**src/rtl/serial_pkg.sv**
```systemverilog
// Shared definitions for the serializer slice: FSM state encoding and default word width.
package serial_pkg;

  localparam int DEFAULT_WIDTH = 4;

  typedef enum logic {
    IDLE  = 1'b0,
    SHIFT = 1'b1
  } piso_state_e;

endpackage

```
**src/rtl/piso_serializer_bit_counter.sv**
```systemverilog
// Bit-position counter for the serializer: counts 0..WIDTH-1 and wraps on the last bit.
module bit_counter
  import serial_pkg::*;
#(
  parameter int WIDTH = DEFAULT_WIDTH
) (
  input  logic                     clk,
  input  logic                     reset,
  input  logic                     clear,
  input  logic                     en,
  output logic [$clog2(WIDTH)-1:0] count,
  output logic                     last
);

  localparam int CW = $clog2(WIDTH);
  localparam logic [CW-1:0] MAX_COUNT = CW'(WIDTH - 1);

  logic [CW-1:0] count_q;
  logic [CW-1:0] count_d;

  assign last  = (count_q == MAX_COUNT);
  assign count = count_q;

  // Clear has priority so a word accepted on the last-bit edge restarts at position 0.
  always_comb begin
    count_d = count_q;
    if (clear) begin
      count_d = '0;
    end else if (en) begin
      count_d = last ? '0 : count_q + 1'b1;
    end
  end

  always_ff @(posedge clk or posedge reset) begin
    if (reset) begin
      count_q <= '0;
    end else begin
      count_q <= count_d;
    end
  end

endmodule

```
**src/rtl/piso_serializer.sv**
```systemverilog
// Parallel-in serial-out serializer with valid/ready input and registered serial outputs.
module piso_serializer
  import serial_pkg::*;
#(
  parameter int WIDTH     = DEFAULT_WIDTH,
  parameter bit LSB_FIRST = 1'b1
) (
  input  logic             clk,
  input  logic             reset,
  input  logic             din_valid,
  input  logic [WIDTH-1:0] din,
  output logic             din_ready,
  output logic             so,
  output logic             so_valid,
  output logic             so_last
);

  localparam int CW = $clog2(WIDTH);
  localparam logic [CW-1:0] PENULT = CW'(WIDTH - 2);

  piso_state_e      state_q, state_d;
  logic [WIDTH-1:0] shreg_q, shreg_d;
  logic             so_q, so_d;
  logic             so_valid_q, so_valid_d;
  logic             so_last_q, so_last_d;

  logic             accept;
  logic             cnt_en;
  logic [CW-1:0]    cnt_count;
  logic             cnt_last;

  bit_counter #(
    .WIDTH(WIDTH)
  ) u_bit_counter (
    .clk  (clk),
    .reset(reset),
    .clear(accept),
    .en   (cnt_en),
    .count(cnt_count),
    .last (cnt_last)
  );

  // Ready reopens during the last-bit cycle so a following word can start with no gap.
  assign din_ready = (state_q == IDLE) || so_last_q;
  assign accept    = din_valid && din_ready;

  // The bit on so is always the current end of the register; each shift exposes the next one.
  always_comb begin
    state_d    = state_q;
    shreg_d    = shreg_q;
    so_d       = 1'b0;
    so_valid_d = 1'b0;
    so_last_d  = 1'b0;
    cnt_en     = 1'b0;

    if (accept) begin
      state_d    = SHIFT;
      shreg_d    = din;
      so_d       = LSB_FIRST ? din[0] : din[WIDTH-1];
      so_valid_d = 1'b1;
    end else if (state_q == SHIFT) begin
      cnt_en = 1'b1;
      if (cnt_last) begin
        state_d = IDLE;
      end else begin
        shreg_d    = LSB_FIRST ? (shreg_q >> 1) : (shreg_q << 1);
        so_d       = LSB_FIRST ? shreg_q[1] : shreg_q[WIDTH-2];
        so_valid_d = 1'b1;
        so_last_d  = (cnt_count == PENULT);
      end
    end
  end

  always_ff @(posedge clk or posedge reset) begin
    if (reset) begin
      state_q    <= IDLE;
      shreg_q    <= '0;
      so_q       <= 1'b0;
      so_valid_q <= 1'b0;
      so_last_q  <= 1'b0;
    end else begin
      state_q    <= state_d;
      shreg_q    <= shreg_d;
      so_q       <= so_d;
      so_valid_q <= so_valid_d;
      so_last_q  <= so_last_d;
    end
  end

  assign so       = so_q;
  assign so_valid = so_valid_q;
  assign so_last  = so_last_q;

endmodule

```
**config.mk**
```make
export PLATFORM = sky130hd
export DESIGN_NAME = piso_serializer
export DESIGN_NICKNAME = d
export VERILOG_FILES = /design/src/rtl/serial_pkg.sv /design/src/rtl/piso_serializer_bit_counter.sv /design/src/rtl/piso_serializer.sv
export SDC_FILE = /design/constraint.sdc
export NUM_CORES = 1
export LEC_CHECK = 0
export CAP_MARGIN = 40
export CORE_MARGIN = 1
export CORE_UTILIZATION = 30
export DETAILED_ROUTE_END_ITERATION = 16
export MAX_ROUTING_LAYER = met4
export PLACE_DENSITY_LB_ADDON = 0.3
export SLEW_MARGIN = 20
export SYNTH_ARGS = -nofsm -noshare
export SYNTH_HDL_FRONTEND = slang
export SYNTH_SLANG_ARGS = --single-unit
```
**constraint.sdc**
```tcl
create_clock -name clk -period 2.65 [get_ports clk]
set_input_delay 0.795 -clock clk [delete_from_list [all_inputs] [get_ports clk]]
set_output_delay 0.795 -clock clk [all_outputs]
set_load 0.005 [all_outputs]
```
==> flow_summary.ini <==
[outcome]
outcome = complete, no violations

[sta]
fmax_mhz = 442.1
maxSlewHeadroom_pct = 79.83
setup_tns_ns = 0
rsz0062_at_grt = false
clock_skew_ns = 0.0004354
fin_crit_sh_pct = 85.35
setup_violations = 0
fin_crit_ns = 2.262
drv_slew = 0
finalHoldViolations = 0
worst_slew_pin_slew_ns = 0.3023

[route]
avgRoutedWirePerCell_um = 12.77
via_per_inst = 5.098
drt_iter0_drc = 5
route.vias.total = 311
final_antenna_net_count = 0
wirelength_um = 779
firstDrtPassIters = 4
post-route-drc-count = 0

[critical_path]
end_kind = primary output
required_ns = 1.86
crit_type = flip-flop to primary output
crit_arrival_ns = 1.47
startpoint_type = flip-flop
cpMaxStageDelayCell = clkdlybuf4s50_1
r2r_slack_ns = 1.31
crit_path_max_incr_delay_ns = 0.54
worstPathCellList = nand2b_1 > clkdlybuf4s50_1
crit_path_max_fanout = 7

[clock_network]
cts-resized-gates = 0
cts_sinks = 8
post_cts_buffers = 0
cts_root_buf = clkbuf_4
insertion_delay_ns = 0.24
cts.clk_slew.worst_paths_ns = 0.05
cts_buffers = 3
clockBufferDepth = 2
htreeDepth = 1
cts_tree = done
hold_buffers = 0

[die]
die_w_um = 38.36
start_util_pct = 33.87
dieArea_um2 = 1471
row_count = 12
ios = 11
coreArea_um2 = 1171
die_h_um = 38.36

[grt]
grt_overflow = 0
grt_max_degree = 9
antenna_found_initial = 0
grt_pass1_wl_mm = 1.248
track_usage_pct = 13.22
grt_pass1_vias = 324

[layout]
area_delta_synth_final_pct = 30.28
layout_common_cells = clkdlybuf4s50_1, dfrtp_1, nand3_1
n_antenna_cell = 0
final_common_cell = clkdlybuf4s50_1
drive_above_1_share_pct = 14.89
fin_nets = 58
fin_util_pct = 44.12
nFillCells = 115

[placed_design]
io_buffers = 10
globalplace.congestion = 0.7875
dp_hpwl_um = 632.2

[synthesis]
synth_nets = 46
syn_area_um2 = 396.6
syn_inst = 37
ys_warn_count = 0
synth.distinct_cells = 18
synth_seq_cells = 8
seq_area_frac_synth_pct = 50.47
syn_area_per_cell_um2 = 10.72

[power_and_ir_drop]
vdd_drop_max_mv = 0.4478
p_per_area_nw_per_um2 = 1099
p_leak_uw = 0.0002387
finalPower_uw = 567.8

[run]
max-cap-violations = 0

[min_path]
hold_class = flip-flop to flip-flop
sequential cells by signal (all words and copies together) (netlist names):
signal / flops
so_last: 1
so_valid: 1
shreg_q: 3
so: 1
u_bit_counter.count: 2
power by group:
part | switching (uW) | internal, uW | leakage, uW
Combinational | 121 | 140 | 0.000124
Clock | 35.2 | 51.4 | 0.0000138
Sequential | 42.5 | 178 | 0.000101
kinds of logic after synthesis:
family / count (synthesis) / share of synthesized area (%)
adders and majority gates: 2 / 6.308
and+or+nand+nor: 12 / 16.09
DFF: 8 / 50.47
muxes: 2 / 5.048
AOI/OAI and AO/OA: 7 / 14.19
buffers and inverters: 6 / 7.884
critical path, delay by kind of cell (launching register included):
kind	cells	cell delay, ns
buffers and inverters	1	0.54
and+or+nand+nor	1	0.23
DFF	1	0.45
final timing paths:
kind	end	cells past startpoint	startpoint
hold reg to reg	so	2	shreg_q[1]
max in group asynchronous	shreg_q[3]	2	reset
setup / recovery	din_ready	2	so_valid
min in group asynchronous	so_last	2	reset
hold / removal	so	2	shreg_q[1]
setup reg to reg	u_bit_counter.count[0]	4	u_bit_counter.count[0]
cell type report:
cell class / instances / area, um2 / share of cell area, %
Multi-Input combinational cell: 23 / 165.2 / 31.96
Clock buffer: 3 / 22.52 / 4.358
Inverter: 3 / 11.26 / 2.179
Sequential cell: 8 / 200.2 / 38.74
Tap cell: 14 / 17.52 / 3.390
Timing Repair Buffer: 10 / 100.1 / 19.37
through the flow:
step | hold slack, ns | worst slack (ns) | instances | instance area [um2]
3_5_place_dp | 0.5351 | 0.6460 | 58 | 494.2
5_1_grt | 0.5622 | 0.3192 | 61 | 516.7
6_report | 0.5420 | 0.3883 | 61 | 516.7
3_3_place_gp | 0.5237 | 0.6909 | 58 | 494.2
4_1_cts | 0.5424 | 0.3700 | 61 | 516.7
2_1_floorplan | 0.5018 | 1.198 | 37 | 396.6
Yosys cell counts, drive strengths merged:
cell	instances	share of area, %
o21ai	3	3.8
o31ai	2	5.0
and3	1	1.9
a211o	1	2.2
nand3	4	5.0
nand2b	2	3.2
and2	1	2.2
buf	2	4.1
ha	2	6.3
nand2	3	2.8
nor2	1	0.95
mux2i	2	5.0
inv	3	2.8
clkbuf	1	0.95
a211oi	1	3.2
dfrtp	8	50
layer usage:
layer  GRT usage [%]  vias up  share of wire, %
met2           22.88        7                51
met4           10.34        0               1.2
met1           13.33      152                43
li1                -      150                 -
met5               -        -                 0
met3           1.744        2               4.9
Power figures use the tool's default switching activity.
